File: src/rtl/uart_tx_fifo_if.sv
`default_nettype none
// ============================================================================
//  Module      : uart_tx_fifo_if
//  Description : Byte valid/ready handshake between a producer and the
//                UART transmitter FIFO.
//  Revision    : 1.0  initial release
// ============================================================================
interface uart_tx_fifo_if;
    logic [7:0] tx_data;
    logic       tx_valid;
    logic       tx_ready;

    modport master (output tx_data, output tx_valid, input tx_ready);
    modport slave  (input tx_data, input tx_valid, output tx_ready);
endinterface
`default_nettype wire

File: src/rtl/uart_tx_fifo.sv
`default_nettype none
// ============================================================================
//  Module      : uart_tx_fifo
//  Description : 8N1 serial transmitter (LSB first, idle-high line) fed by a
//                small byte FIFO; queued bytes go out back-to-back.
//  Revision    : 1.0  initial release
// ============================================================================
module uart_tx_fifo #(
    parameter int CLKS_PER_BIT = 87,
    parameter int FIFO_DEPTH   = 4
) (
    input  logic                          clk,
    input  logic                          rst,
    uart_tx_fifo_if.slave                 tx_if,
    output logic                          tx_pin,
    output logic                          tx_busy,
    output logic [$clog2(FIFO_DEPTH):0]   fifo_count
);

    localparam int              c_AW       = $clog2(FIFO_DEPTH);
    localparam int              c_CW       = c_AW + 1;
    localparam logic [7:0]      c_CNT_MAX  = 8'(CLKS_PER_BIT - 1);
    localparam logic [c_CW-1:0] c_FULL     = c_CW'(FIFO_DEPTH);

    localparam logic [1:0] c_IDLE  = 2'd0;
    localparam logic [1:0] c_START = 2'd1;
    localparam logic [1:0] c_DATA  = 2'd2;
    localparam logic [1:0] c_STOP  = 2'd3;

    logic [7:0]      r_mem [FIFO_DEPTH];
    logic [c_AW-1:0] r_wr_ptr;
    logic [c_AW-1:0] r_rd_ptr;
    logic [c_CW-1:0] r_count;

    logic [1:0]      r_state;
    logic [7:0]      r_cnt;
    logic [2:0]      r_bit;
    logic [7:0]      r_shift;
    logic            r_pin;

    logic [1:0]      w_state_next;
    logic [7:0]      w_cnt_next;
    logic [2:0]      w_bit_next;
    logic [7:0]      w_shift_next;
    logic            w_pin_next;
    logic            w_push;
    logic            w_pop;
    logic            w_cnt_last;
    logic            w_not_full;
    logic            w_not_empty;

    assign w_not_full   = (r_count != c_FULL);
    assign w_not_empty  = (r_count != '0);
    assign w_push       = tx_if.tx_valid && w_not_full;
    assign w_cnt_last   = (r_cnt == c_CNT_MAX);

    assign tx_if.tx_ready = w_not_full;
    assign tx_pin         = r_pin;
    assign tx_busy        = (r_state != c_IDLE);
    assign fifo_count     = r_count;

    // FIFO storage write; contents need no reset since the count gates reads
    always_ff @(posedge clk) begin
        if (!rst && w_push) begin
            r_mem[r_wr_ptr] <= tx_if.tx_data;
        end
    end

    // FIFO pointers and occupancy; simultaneous push and pop keep the count
    always_ff @(posedge clk) begin
        if (rst) begin
            r_wr_ptr <= '0;
            r_rd_ptr <= '0;
            r_count  <= '0;
        end else begin
            if (w_push) r_wr_ptr <= r_wr_ptr + c_AW'(1);
            if (w_pop)  r_rd_ptr <= r_rd_ptr + c_AW'(1);
            case ({w_push, w_pop})
                2'b10:   r_count <= r_count + c_CW'(1);
                2'b01:   r_count <= r_count - c_CW'(1);
                default: r_count <= r_count;
            endcase
        end
    end

    // Frame sequencer: next state, counters, shift register and FIFO pop
    always_comb begin
        w_state_next = r_state;
        w_cnt_next   = r_cnt;
        w_bit_next   = r_bit;
        w_shift_next = r_shift;
        w_pop        = 1'b0;
        case (r_state)
            c_IDLE: begin
                w_cnt_next = 8'd0;
                w_bit_next = 3'd0;
                if (w_not_empty) begin
                    w_pop        = 1'b1;
                    w_shift_next = r_mem[r_rd_ptr];
                    w_state_next = c_START;
                end
            end
            c_START: begin
                if (w_cnt_last) begin
                    w_cnt_next   = 8'd0;
                    w_bit_next   = 3'd0;
                    w_state_next = c_DATA;
                end else begin
                    w_cnt_next = r_cnt + 8'd1;
                end
            end
            c_DATA: begin
                if (w_cnt_last) begin
                    w_cnt_next   = 8'd0;
                    w_shift_next = {1'b0, r_shift[7:1]};
                    if (r_bit == 3'd7) begin
                        w_state_next = c_STOP;
                    end else begin
                        w_bit_next = r_bit + 3'd1;
                    end
                end else begin
                    w_cnt_next = r_cnt + 8'd1;
                end
            end
            c_STOP: begin
                if (w_cnt_last) begin
                    w_cnt_next = 8'd0;
                    w_bit_next = 3'd0;
                    // Chain straight into the next start bit when data waits
                    if (w_not_empty) begin
                        w_pop        = 1'b1;
                        w_shift_next = r_mem[r_rd_ptr];
                        w_state_next = c_START;
                    end else begin
                        w_state_next = c_IDLE;
                    end
                end else begin
                    w_cnt_next = r_cnt + 8'd1;
                end
            end
            default: begin
                w_state_next = c_IDLE;
            end
        endcase
    end

    // Line level for the upcoming state, so the flopped pin tracks the state
    always_comb begin
        w_pin_next = 1'b1;
        case (w_state_next)
            c_START: w_pin_next = 1'b0;
            c_DATA:  w_pin_next = w_shift_next[0];
            default: w_pin_next = 1'b1;
        endcase
    end

    // State, counters and the glitch-free line flop
    always_ff @(posedge clk) begin
        if (rst) begin
            r_state <= c_IDLE;
            r_cnt   <= 8'd0;
            r_bit   <= 3'd0;
            r_shift <= 8'd0;
            r_pin   <= 1'b1;
        end else begin
            r_state <= w_state_next;
            r_cnt   <= w_cnt_next;
            r_bit   <= w_bit_next;
            r_shift <= w_shift_next;
            r_pin   <= w_pin_next;
        end
    end

endmodule
`default_nettype wire
File: src/flat_wrapper.sv
// flat-port wrapper written by rule: the top's interface ports become plain ports
module uart_tx_fifo_flat 
#(
    parameter int CLKS_PER_BIT = 87,
    parameter int FIFO_DEPTH   = 4
)
  (clk, rst, tx_pin, tx_busy, fifo_count, tx_if_tx_data, tx_if_tx_valid, tx_if_tx_ready);
  uart_tx_fifo_if tx_if_i ();
  input  logic clk;
  input  logic rst;
  output logic tx_pin;
  output logic tx_busy;
  output logic [$clog2(FIFO_DEPTH):0] fifo_count;
  input wire logic [$bits(tx_if_i.tx_data)-1:0] tx_if_tx_data;
  input wire logic [$bits(tx_if_i.tx_valid)-1:0] tx_if_tx_valid;
  output wire logic [$bits(tx_if_i.tx_ready)-1:0] tx_if_tx_ready;
  assign tx_if_i.tx_data = tx_if_tx_data;
  assign tx_if_i.tx_valid = tx_if_tx_valid;
  assign tx_if_tx_ready = tx_if_i.tx_ready;
  uart_tx_fifo #(.CLKS_PER_BIT(CLKS_PER_BIT), .FIFO_DEPTH(FIFO_DEPTH)) u_core (.clk(clk), .rst(rst), .tx_if(tx_if_i), .tx_pin(tx_pin), .tx_busy(tx_busy), .fifo_count(fifo_count));
endmodule
File: config.mk
export PLATFORM = sky130hd
export DESIGN_NAME = uart_tx_fifo_flat
export DESIGN_NICKNAME = d
export VERILOG_FILES = /design/src/rtl/uart_tx_fifo_if.sv /design/src/rtl/uart_tx_fifo.sv /design/src/flat_wrapper.sv
export SDC_FILE = /design/constraint.sdc
export NUM_CORES = 1
export LEC_CHECK = 0
export ABC_AREA = 1
export BUFFER_PORTS_ARGS = -buffer_cell sky130_fd_sc_hd__buf_2
export CORE_MARGIN = 2
export CORE_UTILIZATION = 30
export CTS_CLUSTER_DIAMETER = 100
export DETAILED_ROUTE_END_ITERATION = 10
export GPL_TIMING_DRIVEN = 0
export PLACE_DENSITY = 0.45
export REMOVE_ABC_BUFFERS = 1
export SLEW_MARGIN = 20
export SYNTH_ARGS = -nofsm -noshare
export SYNTH_HDL_FRONTEND = slang
export SYNTH_SLANG_ARGS = --single-unit
export TNS_END_PERCENT = 50
File: constraint.sdc
create_clock -name clk -period 5.7 [get_ports clk]
set_clock_uncertainty 0.2 [all_clocks]
set_input_delay 0.57 -clock clk [delete_from_list [all_inputs] [get_ports clk]]
set_output_delay 0.57 -clock clk [all_outputs]
set_load 0.03 [all_outputs]
# Yosys cells after proc, flatten, opt, wreduce, memory -nomap -nowiden
# Memories as Yosys holds them, arrays and structs flattened. A register that Yosys moved wholly into a read port is not among the register bits.
# Cells that the tools add are included.
# totals
register_bits	29
mem_bits_rw	32
in_bits	11
output_inout_bits	6
wordCells	68
n_memories	1
# op_classes
add_sub_neg	6
n_eq_ne	14
muxes	26
reduce_logical	12
# memory_table
memory	depth	word_bits	rd	rd_ports_with_merged_regs	wr	line	text
u_core.r_mem	4	8	1	1	1	uart_tx_fifo.sv:30	logic [7:0] r_mem [FIFO_DEPTH];
# op_table
operator	count
$mux 8	4
$pmux 8 s3	1
$pmux 8 s2	1
$mux 2	7
$mux 3	3
$pmux 3 s3	1
$add 8x1->8 const B	1
$eq 2x2->1 const B	4
$eq 8x7->1 const B	1
$pmux 2 s4	1
$add 3x1->3 const B	2
$eq 2x1->1 const B	3
$ne 2x1->1 const B	3
$pmux 3 s2	1
$reduce_and 3->1	2
$reduce_bool 3->1	2
$mux 1	5
$add 2x1->2 const B	2
$pmux 1 s2	2
$reduce_bool 2->1	2
$eq 3x3->1 const B	1
$ne 3x3->1 const B	1
$reduce_or 3->1	1
$sub 3x1->3 const B	1
5 further kinds	6

# Logic depth before layout (Yosys ltp)
# Gate-level depths: netlist (run 1).
# logic_depth
word_depth	6
ltp_mapped	15
mapped_depth_nobuf	15

# Least setup slack after synthesis (run 1)
# No wires, ideal clock.
# synth_timing
path_kind	register -> register
from	reg u_core.r_state[0]
to	reg u_core.r_count[2] (netlist: u_core.fifo_count[2])
setup_time_ps	122
arrival_time_ps	2129
t_required_ps	5378
path_slack_ps	3249
stages_incl_launch_ff	14
path_buffers	0
synth_period_minus_slack_ps	2451
path_cell_list	dfxtp_1 inv_1 ha_1 inv_1 nand2_4 nand3b_4 inv_1 ha_1 inv_1 fa_1 a21oi_1 o21ai_0 o21ai_0 a21oi_1
# synth_between
elab_chain_len	4
elab_cells_between_ends	7
classes_between	eq/ne (3); mux (2); reduce/logical (2)
# synth_lines
element	line	text
start, declared	uart_tx_fifo.sv:35	logic [1:0] r_state;
start signal, assigned	uart_tx_fifo.sv:160	r_state <= c_IDLE;
start signal, assigned	uart_tx_fifo.sv:166	r_state <= w_state_next;
$eq 2x2->1 / $logic_not 2->1 (equally long branches)	uart_tx_fifo.sv:93	case (r_state)
$pmux 1 s2 (*)	uart_tx_fifo.sv:93	
named net u_core.w_pop	uart_tx_fifo.sv:47	logic w_pop;
$eq 2x1->1 / $eq 2x2->1 (equally long branches)	uart_tx_fifo.sv:78	case ({w_push, w_pop})
$pmux 3 s2 / $reduce_bool 2->1 (equally long branches)	--	
end signal, assigned	uart_tx_fifo.sv:79	2'b10: r_count <= r_count + c_CW'(1);
end signal, assigned	uart_tx_fifo.sv:80	2'b01: r_count <= r_count - c_CW'(1);
end signal, assigned	uart_tx_fifo.sv:81	default: r_count <= r_count;
end, declared	uart_tx_fifo.sv:33	logic [c_CW-1:0] r_count;
# Mark *: on every way through the listed nets, which the timed path passes. The rest lies on a longest branch.
# A chain may end at the register's enable or synchronous reset.

# Worst setup path in the final report (run 1)
# layout_timing
from	reg u_core.r_state[1]
to	reg u_core.r_count[2] (netlist: u_core.fifo_count[2])
# The elaborated chain is that of the path after synthesis.

==> reports/metrics.cfg, run 1 <==
[routing]
vias_per_cell=4.39
final_antenna_net_count=0
wl_um=6290
num_vias=2196
drtIter0Drc=74
dr.pass1.iters=4
wl_per_cell_um=12.6
drc=0

[cts]
post_cts_buffers=0
cts_tree=built
htree_levels=3
ctsResizeCount=0
postCtsHoldBufs=0
clock_sinks=63
numCtsBuffers=9
cts-root-buf=clkbuf_8
clk_latency_ns=0.35
clkTransAtPathRegs_ns=0.08
cts_buffer_depth=2

[critical_path]
crit_type=register to register
reg2reg_slack_ns=3.03
end_kind=register
timing.rr.start=u_core.r_state[1]
crit_start=u_core.r_state[1]
r2r_cells=12
cp.arrival_ns=2.69
startpoint_type=register
rr_endpoint=u_core.fifo_count[2]
required_ns=5.72
endpoint=u_core.fifo_count[2]
crit_fanout=9

[yosys]
synth.top_cells.by_count=64 x nand2_1, 43 x nor2_1, 39 x inv_1
synthArstFlopShare=0
yosysMostFrequentCell=nand2_1
synth_enable_flop_cells=32
postSynthAreaPerCell_um2=8.91
synth.yosys.seq_area_share=0.517
ys_seq_elements=63
synthTopCellsByArea=edfxtp_1 31%, dfxtp_1 20%, nand2_1 7.9%, ha_1 5.7%, nor2_1 5.3%
yosysTopAreaCell=edfxtp_1
syn_inst=343
ys.flop_type=edfxtp_1
yosys_warnings=0
yosysTopAreaCellShare=0.314
synth_area_um2=3060
yosysUniqueCellTypes=32

[placed_design]
gp_congestion=0.758
placed_area_um2=3250
port_buffers=16
dpl_worst_slack_ns=2.96
hpwl_um=4320
dp_cells=484

[hold_path]
holdPathStages=1
hold_path_class=input pin to register

[layout]
antenna_cells=0
fin_nets=388
fin_cells=500
area_delta_synth_final_pct=14.3
fin_area_um2=3490
final_layout_size_suffix_gt1_frac=0.155

[global_routing]
grt_start_max_net_pins=19
grt-ovfl-total=0
grt_pass1_wl_um=10400
antenna_found_initial=0
grt_use_total=0.120
grt_pass1_vias=2113

[timing]
rsz0062_at_grt=false
slew_headroom=0.447
worstMarginPinSlew_ns=0.826
hold_viol=0
setup_violations=0
max_freq_mhz=375
timing.final.ws_setup_ns=3.03
fin_crit_ns=2.67
drv_slew=0
final.setup.tns_ns=0
period_share=0.468

[flow_run]
cap_violations=0

[die]
rows=36
die_w_um=105
dieArea_um2=11000
start_util=0.311
die_h_um=105
ioPinCount=17
fp.coreArea_um2=9820

[power_and_ir_drop]
p_leak_nw=1.40
power_density_nw_per_um2=514
ir_worst_vdd_mv=0.160
total_power_mw=1.80

[status]
status=finished, final reports clean

-- power by group --
part           leakage, nW  switching (mW)  internal, mW
Clock                0.123           0.187         0.292
Sequential           0.544          0.0603         0.553
Combinational        0.729           0.468         0.236
-- state kept, by name, summed over array words and instances, names as in the netlist, named ones only --
| register | cells |
|---|---|
| u_core.fifo_count | 3 |
| u_core.r_bit | 3 |
| u_core.r_cnt | 8 |
| u_core.r_mem | 32 |
| u_core.r_rd_ptr | 2 |
| u_core.r_shift | 8 |
| u_core.r_state | 2 |
| u_core.r_wr_ptr | 2 |
| u_core.tx_pin | 1 |
-- cell usage in the layout, fill, tap and decap left out, drive strengths merged --
| cell | n |
|---|---|
| bufinv | 3 |
| o21ai | 33 |
| or2 | 1 |
| nor3 | 2 |
| nand3b | 1 |
| clkinv | 4 |
| o211a | 1 |
| inv | 43 |
| edfxtp | 32 |
| fa | 1 |
| nand3 | 29 |
| o21a | 1 |
| nand2 | 69 |
| clkbuf | 9 |
| o211ai | 2 |
| a21oi | 24 |
| nor3b | 3 |
| nor2 | 48 |
| buf | 16 |
| ha | 14 |
| dfxtp | 31 |
-- layer usage --
layer / part of all wire / up-vias / track usage
met5: 0 / - / 0
met4: 0.020 / 0 / 0.0533
met3: 0.028 / 11 / 0.0256
met2: 0.44 / 26 / 0.189
met1: 0.51 / 988 / 0.159
li1: - / 1171 / -
-- area by class of cell --
type	instances	area, µm²
fill	1063	6330
tap	133	166
clock buffer	9	124
clock inverter	7	121
multi-input combinational	229	1260
timing repair buffer	16	80.1
sequential	63	1580
inverter	43	161
-- worst max-delay path, stage by stage (launching register included) --
cell,delay (ns)
dfxtp_1,0.50
ha_1,0.32
nand3_2,0.12
nand2_4,0.14
nand3b_4,0.12
inv_1,0.09
ha_1,0.14
inv_1,0.07
fa_1,0.38
a21oi_1,0.14
o21ai_0,0.11
o21ai_0,0.16
a21oi_1,0.05
-- worst min-delay path by stage --
stage / end / slack (ns) / start
2_1_floorplan: u_core.r_cnt[0] / 0.23 / u_core.r_cnt[0]
3_3_place_gp: u_core.r_rd_ptr[1] / 0.25 / u_core.r_rd_ptr[1]
3_5_place_dp: u_core.r_rd_ptr[1] / 0.25 / u_core.r_rd_ptr[1]
4_1_cts: u_core.r_mem[0][2] / 0.23 / tx_if_tx_data[2]
5_1_grt: u_core.r_mem[0][2] / 0.24 / tx_if_tx_data[2]
6_report: u_core.r_mem[0][2] / 0.24 / tx_if_tx_data[2]
-- metrics by stage --
stage / utilization / hold WS, ns
6_report: 0.356 / 0.240
4_1_cts: 0.356 / 0.229
3_5_place_dp: 0.331 / 0.251
5_1_grt: 0.356 / 0.241
2_1_floorplan: - / 0.230
3_3_place_gp: 0.331 / 0.247
-- cells by family after synthesis --
| group | share of synthesized area |
|---|---|
| AOI/OAI and AO/OA | 0.115 |
| adders and majority gates | 0.0639 |
| buffers and inverters | 0.0708 |
| DFF | 0.517 |
| and+or+nand+nor | 0.233 |
Power figures use the tool's default switching activity.
==> inputs of run 2 (changes only) <==
clock period = 2.6 ns   (was 5.7 ns; I/O delays follow)
==> reports/metrics.cfg, run 2 (synthesis results as in run 1) <==
[status]
status=finished, final reports clean  ; unchanged

[routing]
vias_per_cell=4.39  ; about the same
wl_per_cell_um=12.5  ; was 12.6 µm
drc=0  ; unchanged
drtIter0Drc=64  ; was 74
final_antenna_net_count=0  ; unchanged
wl_um=6420  ; was 6290 µm
dr.pass1.iters=4  ; unchanged
num_vias=2253  ; was 2196

[timing]
hold_viol=0  ; unchanged
drv_slew=0  ; unchanged
max_freq_mhz=409  ; was 375 MHz
worstMarginPinSlew_ns=0.834  ; was 0.826 ns
period_share=0.940  ; was 0.468
timing.final.ws_setup_ns=0.156  ; was 3.03 ns
fin_crit_ns=2.44  ; was 2.67 ns
slew_headroom=0.442  ; was 0.447
hold_slack_ns=0.0777  ; was 0.240 ns
setup_violations=0  ; unchanged

[layout]
final_layout_size_suffix_gt1_frac=0.203  ; was 0.155
fin_area_um2=3640  ; was 3490 µm²
mostFrequentLayoutCells=62 x nand2_1, 43 x nor2_1, 35 x inv_1, 32 x edfxtp_1, 28 x nand3_1  ; was 64 x nand2_1, 43 x nor2_1, 39 x inv_1, 32 x edfxtp_1, 31 x dfxtp_1
top_regs=u_core.r_mem (32), u_core.r_cnt (8), u_core.r_shift (8)  ; unchanged
nFillCells=1057  ; was 1063
regMostFlops=u_core.r_mem  ; unchanged
mostFrequentLayoutCell=nand2_1  ; unchanged
register_area_um2=1590  ; was 1580 µm²
multi_input_comb_area_um2=1280  ; was 1260 µm²
antenna_cells=0  ; unchanged
largest_reg_flops=32  ; unchanged
area_delta_synth_final_pct=19.0  ; was 14.3%
fin_nets=401  ; was 388

[hold_path]
hold_path_class=input pin to register  ; unchanged
holdPathStages=2  ; was 1
worstHoldStart=rst  ; was tx_if_tx_data[2]
hold_end=u_core.r_state[0]  ; was u_core.r_mem[0][2]

[critical_path]
startpoint_type=register  ; unchanged
crit_type=register to register  ; unchanged
end_kind=register  ; unchanged
rr_endpoint=u_core.fifo_count[2]  ; unchanged
required_ns=2.63  ; was 5.72 ns
cp.arrival_ns=2.47  ; was 2.69 ns
timing.rr.start=u_core.r_cnt[0]  ; was u_core.r_state[1]
reg2reg_slack_ns=0.16  ; was 3.03 ns
crit_fanout=3  ; was 9
r2r_cells=15  ; was 12

[cts]
cts-root-buf=clkbuf_8  ; unchanged
clock_sinks=63  ; unchanged
clkTransAtPathRegs_ns=0.08  ; about the same
clk_latency_ns=0.35  ; about the same
numCtsBuffers=9  ; unchanged
cts_tree=built  ; unchanged
htree_levels=3  ; unchanged
cts_buffer_depth=2  ; unchanged

[die]
rows=36  ; unchanged
die_h_um=105  ; unchanged
fp.coreArea_um2=9820  ; unchanged
dieArea_um2=11000  ; unchanged
start_util=0.311  ; unchanged
die_w_um=105  ; unchanged
ioPinCount=17  ; unchanged

[power_and_ir_drop]
ir_worst_vdd_mv=0.356  ; was 0.160 mV
power_density_nw_per_um2=1120  ; was 514 nW/µm²
p_leak_nw=1.45  ; was 1.40 nW

[placed_design]
dpl_worst_slack_ns=-0.0504  ; was 2.96 ns
hpwl_um=4320  ; unchanged
port_buffers=16  ; unchanged
gp_congestion=0.758  ; unchanged
placed_area_um2=3250  ; unchanged

[global_routing]
antenna_found_initial=0  ; unchanged
grt_pass1_wl_um=10400  ; about the same
grt-ovfl-total=0  ; unchanged
grt_start_max_net_pins=19  ; unchanged
grt_pass1_vias=2125  ; was 2113
grt_use_total=0.121  ; was 0.120

[flow_run]
cap_violations=0  ; unchanged

[run 2: cell types whose count changed in the layout (fill, tap and decap cells not counted), sizes merged]
cell,delta
buf,+5
dlygate4sd3,+8
[run 2: what timing repair did]
item | CTS | global route
hold endpoints to repair | 32 | 0
endpoints found under the setup margin | 1 | 1
setup buffers | 1 | 4
pin swaps | 1 | 5
resized for setup | 1 | 17
hold buffers | 8 | 0
[run 2: power breakdown]
part / total [mW] / switching [mW] / internal, mW
clock: 1.05 / 0.409 / 0.640
sequential: 1.36 / 0.134 / 1.22
combinational: 1.66 / 1.06 / 0.596
total: 4.07 / 1.61 / 2.46
[run 2: worst max-delay path, stage by stage (launching register included)]
cell and delay [ns]:
dfxtp_2 0.33, inv_1 0.06, ha_2 0.17, nand2_2 0.07, nor2_4 0.11, nand3_2 0.10
nand2_4 0.09, nand3b_4 0.09, inv_2 0.06, ha_2 0.16, inv_2 0.06, fa_2 0.41
a21oi_2 0.15, o21ai_2 0.08, o21ai_1 0.13, a21oi_1 0.05
[run 2: final cells by class]
class,instances,share of cell area
Multi-Input combinational cell,229,0.351
Sequential cell,63,0.437
Clock buffer,9,0.0340
Timing Repair Buffer,29,0.0543
Tap cell,133,0.0457
Clock inverter,7,0.0334
Inverter,43,0.0444
[run 2: routing by layer]
layer | part of all wire | vias up | global-route usage | wire (µm)
li1 | - | 1195 | - | -
met1 | 0.51 | 1019 | 0.159 | 3270
met2 | 0.44 | 26 | 0.190 | 2850
met3 | 0.025 | 13 | 0.0268 | 163
met4 | 0.021 | 0 | 0.0533 | 134
met5 | 0 | - | 0 | 0
[run 2: through the flow]
step	setup TNS, ns	std cells	utilization	power (mW)
after floorplan	0	335	-	2.53
after global placement	-0.0255	484	0.331	2.90
after detailed placement	-0.0504	484	0.331	2.92
after CTS	0	509	0.365	4.01
after global routing	-0.0207	513	0.371	4.39
final	0	513	0.371	4.07
[run 2: how the worst max path moves through the flow]
stage	startpoint	endpoint	slack [ns]	cells past startpoint
floorplan	u_core.r_state[0]	u_core.fifo_count[2]	0.14	13
global placement	u_core.r_state[1]	u_core.fifo_count[2]	-0.03	12
detailed placement	u_core.r_state[1]	u_core.fifo_count[2]	-0.05	12
CTS	u_core.fifo_count[0]	u_core.fifo_count[2]	0.006	11
global route	u_core.r_cnt[0]	u_core.fifo_count[2]	-0.02	15
finish	u_core.r_cnt[0]	u_core.fifo_count[2]	0.16	15
